--- src/rtl/vga_timing_gen.sv ---
// VGA 640x480@60 raster timing generator: pixel/line counters plus zero-skew
// blank, sync, frame/vblank strobes and a wrapping frame counter.
module vga_timing_gen #(
  parameter int unsigned H_VIS  = 640,
  parameter int unsigned H_FP   = 16,
  parameter int unsigned H_SYNC = 96,
  parameter int unsigned H_BP   = 48,
  parameter int unsigned V_VIS  = 480,
  parameter int unsigned V_FP   = 10,
  parameter int unsigned V_SYNC = 2,
  parameter int unsigned V_BP   = 33
) (
  input  logic        vga_clk,
  input  logic        reset_n,
  output logic [9:0]  DrawX,
  output logic [9:0]  DrawY,
  output logic        blank,
  output logic        hs,
  output logic        vs,
  output logic        frame_start,
  output logic        vblank_start,
  output logic [15:0] frame_count
);

  localparam int unsigned CW      = 10;
  localparam int unsigned FCW     = 16;
  localparam int unsigned H_TOTAL = H_VIS + H_FP + H_SYNC + H_BP;
  localparam int unsigned V_TOTAL = V_VIS + V_FP + V_SYNC + V_BP;
  localparam int unsigned HS_BEG  = H_VIS + H_FP;
  localparam int unsigned HS_END  = HS_BEG + H_SYNC;
  localparam int unsigned VS_BEG  = V_VIS + V_FP;
  localparam int unsigned VS_END  = VS_BEG + V_SYNC;

  localparam logic [CW-1:0] X_MAX = CW'(H_TOTAL - 1);
  localparam logic [CW-1:0] Y_MAX = CW'(V_TOTAL - 1);

  logic [CW-1:0]  x_q, x_d;
  logic [CW-1:0]  y_q, y_d;
  logic           blank_q, blank_d;
  logic           hs_q, hs_d;
  logic           vs_q, vs_d;
  logic           frame_start_q, frame_start_d;
  logic           vblank_start_q, vblank_start_d;
  logic [FCW-1:0] frame_cnt_q, frame_cnt_d;

  // Next raster position; all flags are decoded from it so they land with it.
  always_comb begin
    x_d         = x_q + CW'(1);
    y_d         = y_q;
    frame_cnt_d = frame_cnt_q;
    if (x_q == X_MAX) begin
      x_d = '0;
      if (y_q == Y_MAX) begin
        y_d         = '0;
        frame_cnt_d = frame_cnt_q + FCW'(1);
      end else begin
        y_d = y_q + CW'(1);
      end
    end

    blank_d        = (x_d < CW'(H_VIS)) && (y_d < CW'(V_VIS));
    hs_d           = !((x_d >= CW'(HS_BEG)) && (x_d < CW'(HS_END)));
    vs_d           = !((y_d >= CW'(VS_BEG)) && (y_d < CW'(VS_END)));
    frame_start_d  = (x_d == '0) && (y_d == '0);
    vblank_start_d = (x_d == '0) && (y_d == CW'(V_VIS));
  end

  // Reset parks the raster on the last pixel so release starts a fresh frame.
  always_ff @(posedge vga_clk) begin
    if (!reset_n) begin
      x_q            <= X_MAX;
      y_q            <= Y_MAX;
      blank_q        <= 1'b0;
      hs_q           <= 1'b1;
      vs_q           <= 1'b1;
      frame_start_q  <= 1'b0;
      vblank_start_q <= 1'b0;
      frame_cnt_q    <= '0;
    end else begin
      x_q            <= x_d;
      y_q            <= y_d;
      blank_q        <= blank_d;
      hs_q           <= hs_d;
      vs_q           <= vs_d;
      frame_start_q  <= frame_start_d;
      vblank_start_q <= vblank_start_d;
      frame_cnt_q    <= frame_cnt_d;
    end
  end

  assign DrawX        = x_q;
  assign DrawY        = y_q;
  assign blank        = blank_q;
  assign hs           = hs_q;
  assign vs           = vs_q;
  assign frame_start  = frame_start_q;
  assign vblank_start = vblank_start_q;
  assign frame_count  = frame_cnt_q;

endmodule

--- config.mk ---
export PLATFORM = sky130hd
export DESIGN_NAME = vga_timing_gen
export DESIGN_NICKNAME = d
export VERILOG_FILES = /design/src/rtl/vga_timing_gen.sv
export SDC_FILE = /design/constraint.sdc
export NUM_CORES = 1
export LEC_CHECK = 0
export BUFFER_PORTS_ARGS = -buffer_cell sky130_fd_sc_hd__buf_4
export CORE_MARGIN = 5
export CORE_UTILIZATION = 35
export DETAILED_ROUTE_END_ITERATION = 8
export SYNTH_ARGS = -nofsm -noshare
export SYNTH_HDL_FRONTEND = slang
export SYNTH_SLANG_ARGS = --single-unit
--- constraint.sdc ---
create_clock -name vga_clk -period 6 [get_ports vga_clk]
set_input_delay 0.3 -clock vga_clk [delete_from_list [all_inputs] [get_ports vga_clk]]
set_output_delay 0.3 -clock vga_clk [all_outputs]
set_load 0.05 [all_outputs]
Word level (Yosys, flattened, before mapping):

Index checks and enable logic that the tools add are counted.

* mux-type cells: 3
* reductions and logical operators: 10
* equality and inequality tests: 3
* order comparisons: 6
* add/subtract/negate cells: 3

Operator list (count)
* $mux 10: 3
* $add 10x1->10 const B: 2
* $eq 10x10->1 const B: 2
* $logic_not 10->1: 2
* $lt 10x10->1 const B: 2
* $lt 10x9->1 const B: 2
* $add 16x1->16 const B: 1
* $eq 10x9->1 const B: 1
* $ge 10x10->1 const B: 1
* $ge 10x9->1 const B: 1
* $logic_and 1x1->1: 5
* $logic_not 1->1: 2
* $reduce_and 2->1: 1

* input port bits: 2
* register bits: 41
* logic and storage cells: 33

Logic depth before layout (Yosys ltp):

Gate-level depths: netlist (run 1).

* depth in word-level cells: 6
* depth in mapped cells: 9

Least setup slack after synthesis (run 1):

Ideal clock, no wire load.

* path type: reg2reg
* start point: register x_q[0], in the netlist DrawX[0]
* end point: register vs_q, in the netlist vs
* path slack: 3426 ps
* path buffers: 0
* data arrival time: 2447 ps
* required time: 5873 ps
* stages on the path, launching flop included: 8
* path through: dfxtp_1 > ha_1 > nand4_4 > nor4_4 > nand3_1 > nor3_2 > o211ai_2 > or3_1

* cells in the longest elaborated chain, start to end: 5
* elaborated cells between the ends (all ways): 6
* those cells by class: order compare (2); eq/ne (1); mux (1); reduce/logical (2)

RTL lines
* from (decl): RTL line 37 `logic [CW-1:0] x_q, x_d;`
* from (signal assigned): RTL line 71 `x_q <= X_MAX;`
* from (signal assigned): RTL line 80 `x_q <= x_d;`
* $eq 10x10->1 *: RTL line 51 `if (x_q == X_MAX) begin`
* $mux 10 *: RTL line 51
* $ge 10x9->1 / $lt 10x9->1 (equally long branches): RTL line 63 `vs_d = !((y_d >= CW'(VS_BEG)) && (y_d < CW'(VS_END)));`
* $logic_and 1x1->1 *: RTL line 63
* $logic_not 1->1 *: RTL line 63
* to (signal assigned): RTL line 84 `vs_q <= vs_d;`
* to (decl): RTL line 41 `logic vs_q, vs_d;`

Mark *: on every way between the ends. The rest lies on a longest branch, timed or not.
A chain may end at the register's enable or synchronous reset.

Final worst setup path (run 1):

* start point: register x_q[0], in the netlist DrawX[0]
* end point: register frame_cnt_q[8], in the netlist frame_count[8]

* cells in the longest elaborated chain, start to end: 2

RTL lines
* $eq 10x10->1: RTL line 51
* $reduce_and 2->1 (no source line)
* to (signal assigned): RTL line 87 `frame_cnt_q <= frame_cnt_d;`
* to (decl): RTL line 44 `logic [FCW-1:0] frame_cnt_q, frame_cnt_d;`

No other way between the ends.

==> run metrics, run 1 <==
ys flop type=dfxtp_1; P per Cell Area=449 nW/µm²; most common cell after layout, fill and taps aside=buf_4; Worst Setup Path Type=register to register; die area=8380 µm²; LEAKAGE=1.08 nW; Slowest-stage cell, CP=nor3_4; ys async rst share=0%; Starting Density=36.2%; Root Buffer=clkbuf_8; sequential share of power=31.5%; Slew Limit Fails=0; fin crit period=2.49 ns; first-pass GRT wire length=~9300 µm; Max clock buf depth=2; Synth Area in Simple Gates=between 30% and 40%; pin count of the biggest net entering global routing=29; Worst Path Required=6.17 ns; Synth Area in Adders=2.15%; CTS H-Tree Depth=2; min-delay worst type=primary input to register; diodes inserted=0; final core utilization=43.3%; Area contributors post-synth=dfxtp_1 (35%), xnor2_1 (7.2%), nor2_1 (5.0%); row count=29; chip height=91.5 µm; count of boundary I/O pins=43; antenna violations before repair=0; All-Layer GR Usage=roughly 14%; Post-CTS Setup Repair Bufs=0; Synth Area in Compound Gates=between 10% and 20%; startpoint types=register; max_slew headroom=60.7%; RSZ-0062 raised after global routing=false; final setup violation count=0; EDFF count, synth=0; Layout Cells excl Fill=389; Achievable Freq=0.402 GHz; CP Data Arrival Time=roughly 2.7 ns; sw power=0.000562 W; Syn Inst Count=278; final antenna-violating net count=0; via count=2062; status=complete, no violations; Synth top area share=35.3%; Max IR drop VDD=0.000266 V; core area=6420 µm²; switching portion of total power=45.0%; Filler Cell Count=650; CTS tree=built; slowest stage delay, CP=about 0.57 ns; die width=91.5 µm; leading area contributor after synthesis=dfxtp_1; multiplexer area fraction after synthesis=less than 1%; gr ovfl total=0; Synth Register Bits=41; cell breakdown of the critical path=ha_1 > nand4_4 > nor3_4 > nand4_1 > nor3_1 > xnor2_1 > nor2_1; clock power share=approximately a fifth; CP endpoint kind=register; internal power=0.000687 W; worst clock skew=0.00693 ns; dpl cell area=2650 µm²; Post-Synth XOR/XNOR Area=11.0%; final setup TNS=0 ns; final WL=5530 µm; Synth cell types=55; Worst-path clk slew=0.08 ns; Synthesized Nets=~280; hold_buf cts=0; most frequent cells in the layout=buf_4 (42), dfxtp_1 (41), nor2_1 (31); largest family of logic cells by synthesized area=simple AND/OR/NAND/NOR gates; combinational share of power=47.6%; vias per inst=between 5 and 6; hpwl dp=4080 µm; syn avg cell area=8.37 µm²; fin crit share=41.5%; worst-margin pin slew=0.587 ns; RePlAce Congestion=around 0.80; layout cells sized above 1=20.2%; post-route cell area=about 2800 µm²; Max FO, Critical Path=15; mapped cell area=between 2000 and 2500 µm²; PostCTS Resize Cnt=0; TritonCTS buffer count=5; DR iter-0 viols=98; Seq/Total Area, Yosys=35.3%; drt wl/cell=14.2 µm; dpl cells=381; vias in the first global route=between 1500 and 2000; MaxCap Viol Count=0; later-pin clock latency in the skew report=0.29 ns; Port Buf Inserts=42; post-route DRC violation count=0; nets=317; Hold Fails Final Rpt=0; CTS sink cnt=41; area delta synth->final=19.6%; router iterations before antenna repair=4; yosys warns=0
## routing by layer
metal  track usage [%]  vias to the layer above  part of all wire (%)
met5                 0                        -                     0
met4              4.27                        0                  0.69
met3              3.88                        4                   5.7
met2              20.5                       54                    44
met1              18.4                      961                    49
li1                  -                     1043                     -
## final cells by class
| cell class | instances | area, µm² | area share, % |
|---|---|---|---|
| flip-flops and latches | 41 | 821 | 29.5 |
| inverters | 12 | 45.0 | 1.62 |
| clock inverters | 3 | 65.1 | 2.34 |
| repair buffers | 42 | 315 | 11.3 |
| clock buffers | 5 | 68.8 | 2.47 |
| multi-input cells | 209 | 1370 | 49.3 |
| well taps | 77 | 96.3 | 3.46 |
## synthesized netlist by cell type, types with 2 or more instances
cell / instances
a21oi_1: 10
and2_1: 3
and3_1: 7
buf_2: 5
buf_4: 2
buf_6: 2
clkbuf_1: 7
dfxtp_1: 41
ha_1: 4
inv_1: 11
mux2i_1: 2
nand2_1: 25
nand3_1: 18
nand3b_1: 3
nand4_1: 11
nor2_1: 31
nor2b_1: 2
nor3_1: 14
nor3b_1: 2
nor4_4: 2
o21ai_0: 12
o311ai_0: 2
o31a_1: 2
or3_1: 5
xnor2_1: 19
xor2_1: 7
## worst max-delay path: cells and delay by family, from the launching register on
family,cells,cell delay (ns)
simple gates,5,1.50
flops,1,0.41
fa+ha+maj,1,0.32
xor+xnor,1,0.14
## final timing paths
check / start / to / slack (ns) / depth (start not counted)
worst max-delay path: DrawX[0] / frame_count[8] / 3.51 / 7
worst min-delay path: reset_n / DrawX[2] / 0.27 / 2
worst max register to register: DrawX[0] / frame_count[8] / 3.51 / 7
worst min register to register: frame_count[15] / frame_count[15] / 0.53 / 2
## power by group through the flow
stage	sequential (W)	clock, W	combinational (W)
after CTS	0.000392	0.000271	0.000597
after global routing	0.000402	0.000283	0.000654
after detailed placement	0.000397	0	0.000594
after global placement	0.000398	0	0.000590
after floorplan	0.000495	0	0.000373
final	0.000393	0.000262	0.000594
## sequential cells by signal, summed over array words and instances, names as in the netlist
| name | cells |
|---|---|
| blank | 1 |
| frame_start | 1 |
| frame_count | 16 |
| hs | 1 |
| DrawY | 10 |
| DrawX | 10 |
| vblank_start | 1 |
| vs | 1 |
## through the flow
step                      power [W]  setup WS (ns)  hold slack [ns]
after floorplan            0.000868           3.43            0.479
after detailed placement   0.000991           3.54            0.516
final                       0.00125           3.51            0.274
after global routing        0.00134           3.36            0.256
after CTS                   0.00126           3.53            0.262
after global placement     0.000989           3.63            0.501
## logic make-up after synthesis
group,count (synthesis)
flip-flops,41
adder cells (fa/ha/maj),4
XOR/XNOR,27
buffers and inverters,28
multiplexers,2
AO/OA/AOI/OAI,39
AND/OR/NAND/NOR,137
No activity file was read; power rests on OpenSTA's default activity.
==> inputs of run 2 (changes only) <==
==> constraint.sdc (replaced) <==
create_clock -name vga_clk -period 2.1 [get_ports vga_clk]
set_input_delay 0.105 -clock vga_clk [delete_from_list [all_inputs] [get_ports vga_clk]]
set_output_delay 0.105 -clock vga_clk [all_outputs]
set_load 0.05 [all_outputs]
==> run 2 against run 1 <==
Worst hold slack lost 0.21 ns. Core utilization grew 3.9 points. Non-clock buffer count grew 27. Die area is the same. Sequential power grew to 2.7 times the previous value. Routed wire length grew 7.7%. First-iteration DRC count grew 3.1%. Count of clock-buffer cells in the layout is the same. Global-route usage grew 1.1 points. Critical path type unchanged.
==> run metrics, run 2 (same netlist as run 1, synthesis figures left out) <==
CP Data Arrival Time=~2.2 ns; count of boundary I/O pins=43; post-route total power=~0.0038 W; final antenna-violating net count=0; most common cell after layout, fill and taps aside=buf_4; antenna violations before repair=0; diodes inserted=0; gr ovfl total=0; RePlAce Congestion=0.848; pin count of the biggest net entering global routing=24; MaxCap Viol Count=0; Worst Setup Path Type=register to register; Max IR drop VDD=~0.00079 V; Max clock buf depth=2; hpwl dp=4460 µm; TritonCTS buffer count=5; final WL=between 5000 and 6000 µm; worst hold start=reset_n; nets=approximately 340; layout cells sized above 1=32.2%; vias per inst=around 5.2; CTS sink cnt=41; Final Hold Slack=0.0675 ns; Worst Path Required=2.29 ns; min-delay worst type=primary input to register; CP endpoint kind=register; DR iter-0 viols=101; chip height=91.5 µm; router iterations before antenna repair=6; Filler Cell Count=631; Achievable Freq=0.492 GHz; most frequent cells in the layout=buf_4 (69), nor2_1 (31), dfxtp_1 (27); post-route DRC violation count=0; CTS tree=built; core area=6420 µm²; LEAKAGE=between 1 and 1.5 nW; Hold Fails Final Rpt=0; status=complete, no violations; P per Cell Area=1250 nW/µm²; die area=8380 µm²; die width=91.5 µm; fin crit share=96.8%; final core utilization=47.2%; drt wl/cell=14.3 µm; Port Buf Inserts=42; final setup violation count=0; startpoint types=register; Slew Limit Fails=0; RR Startpoint=DrawY[4]; via count=2156; CTS H-Tree Depth=2; Max FO, Critical Path=5; crit path launch=DrawY[4]; area delta synth->final=30.4%; Worst-path clk slew=0.09 ns; Starting Density=36.2%; fin crit period=2.03 ns; first-pass GRT wire length=roughly 10000 µm; RSZ-0062 raised after global routing=true; row count=29; vias in the first global route=2018; worst-margin pin slew=around 0.42 ns; max_slew headroom=71.9%; area occupied by multi-input gates=1410 µm²; max reg flops=16; Root Buffer=clkbuf_8; All-Layer GR Usage=14.6%; worst clock skew=0.00777 ns; later-pin clock latency in the skew report=0.30 ns; FF+latch area=848 µm²
==> run 2: critical path, stage by stage (launching register included) <==
cell and delay, ns:
dfxtp_1 0.49, nand2_1 0.17, nor4_4 0.42, nand3_1 0.18
nor3_2 0.22, o211ai_2 0.13, or3_1 0.31
==> run 2: final cells by class <==
class,instances,area share [%]
sequential,41,28.0
clock buffer,5,2.27
tap,77,3.18
clock inverter,3,1.48
multi-input combinational,209,46.6
timing repair buffer,69,17.1
inverter,12,1.48
==> run 2: final timing paths <==
check	cells after the start	slack, ns	end
max reg2reg	6	0.07	vs
min	2	0.07	DrawX[9]
min reg2reg	2	0.51	frame_count[13]
max	6	0.07	vs
==> run 2: where the power goes <==
group / switching, W / leakage (nW) / internal, W / total [W]
clock network: 0.000302 / 0.0587 / 0.000357 / 0.000659
registers: 0.000141 / 0.334 / 0.000915 / 0.00106
logic: 0.00127 / 0.810 / 0.000806 / 0.00207
==> run 2: what timing repair did <==
action	in CTS	in global routing
resized for setup	0	4
setup endpoints to repair	0	8
endpoints found under the hold margin	0	0
hold buffers	0	0
setup buffers	0	1
==> run 2: routing by layer <==
layer / global-route usage [%] / up-vias / wire length (µm)
met2: 22.5 / 53 / 2730
li1: - / 1094 / -
met3: 3.72 / 8 / 330
met1: 19.8 / 1001 / 2810
met5: 0 / - / 0
met4: 4.90 / 0 / 85
==> run 2: through the flow <==
stage / cell area, µm² / TNS [ns] / setup WS, ns / cells
floorplan: 2370 / -0.0434 / -0.0434 / 278
global placement: 2890 / 0 / 0.0306 / 407
detailed placement: 2890 / 0 / 0.0265 / 407
CTS: 3010 / 0 / 0.0109 / 415
global route: 3030 / -0.0468 / -0.0468 / 416
finish: 3030 / 0 / 0.0664 / 416
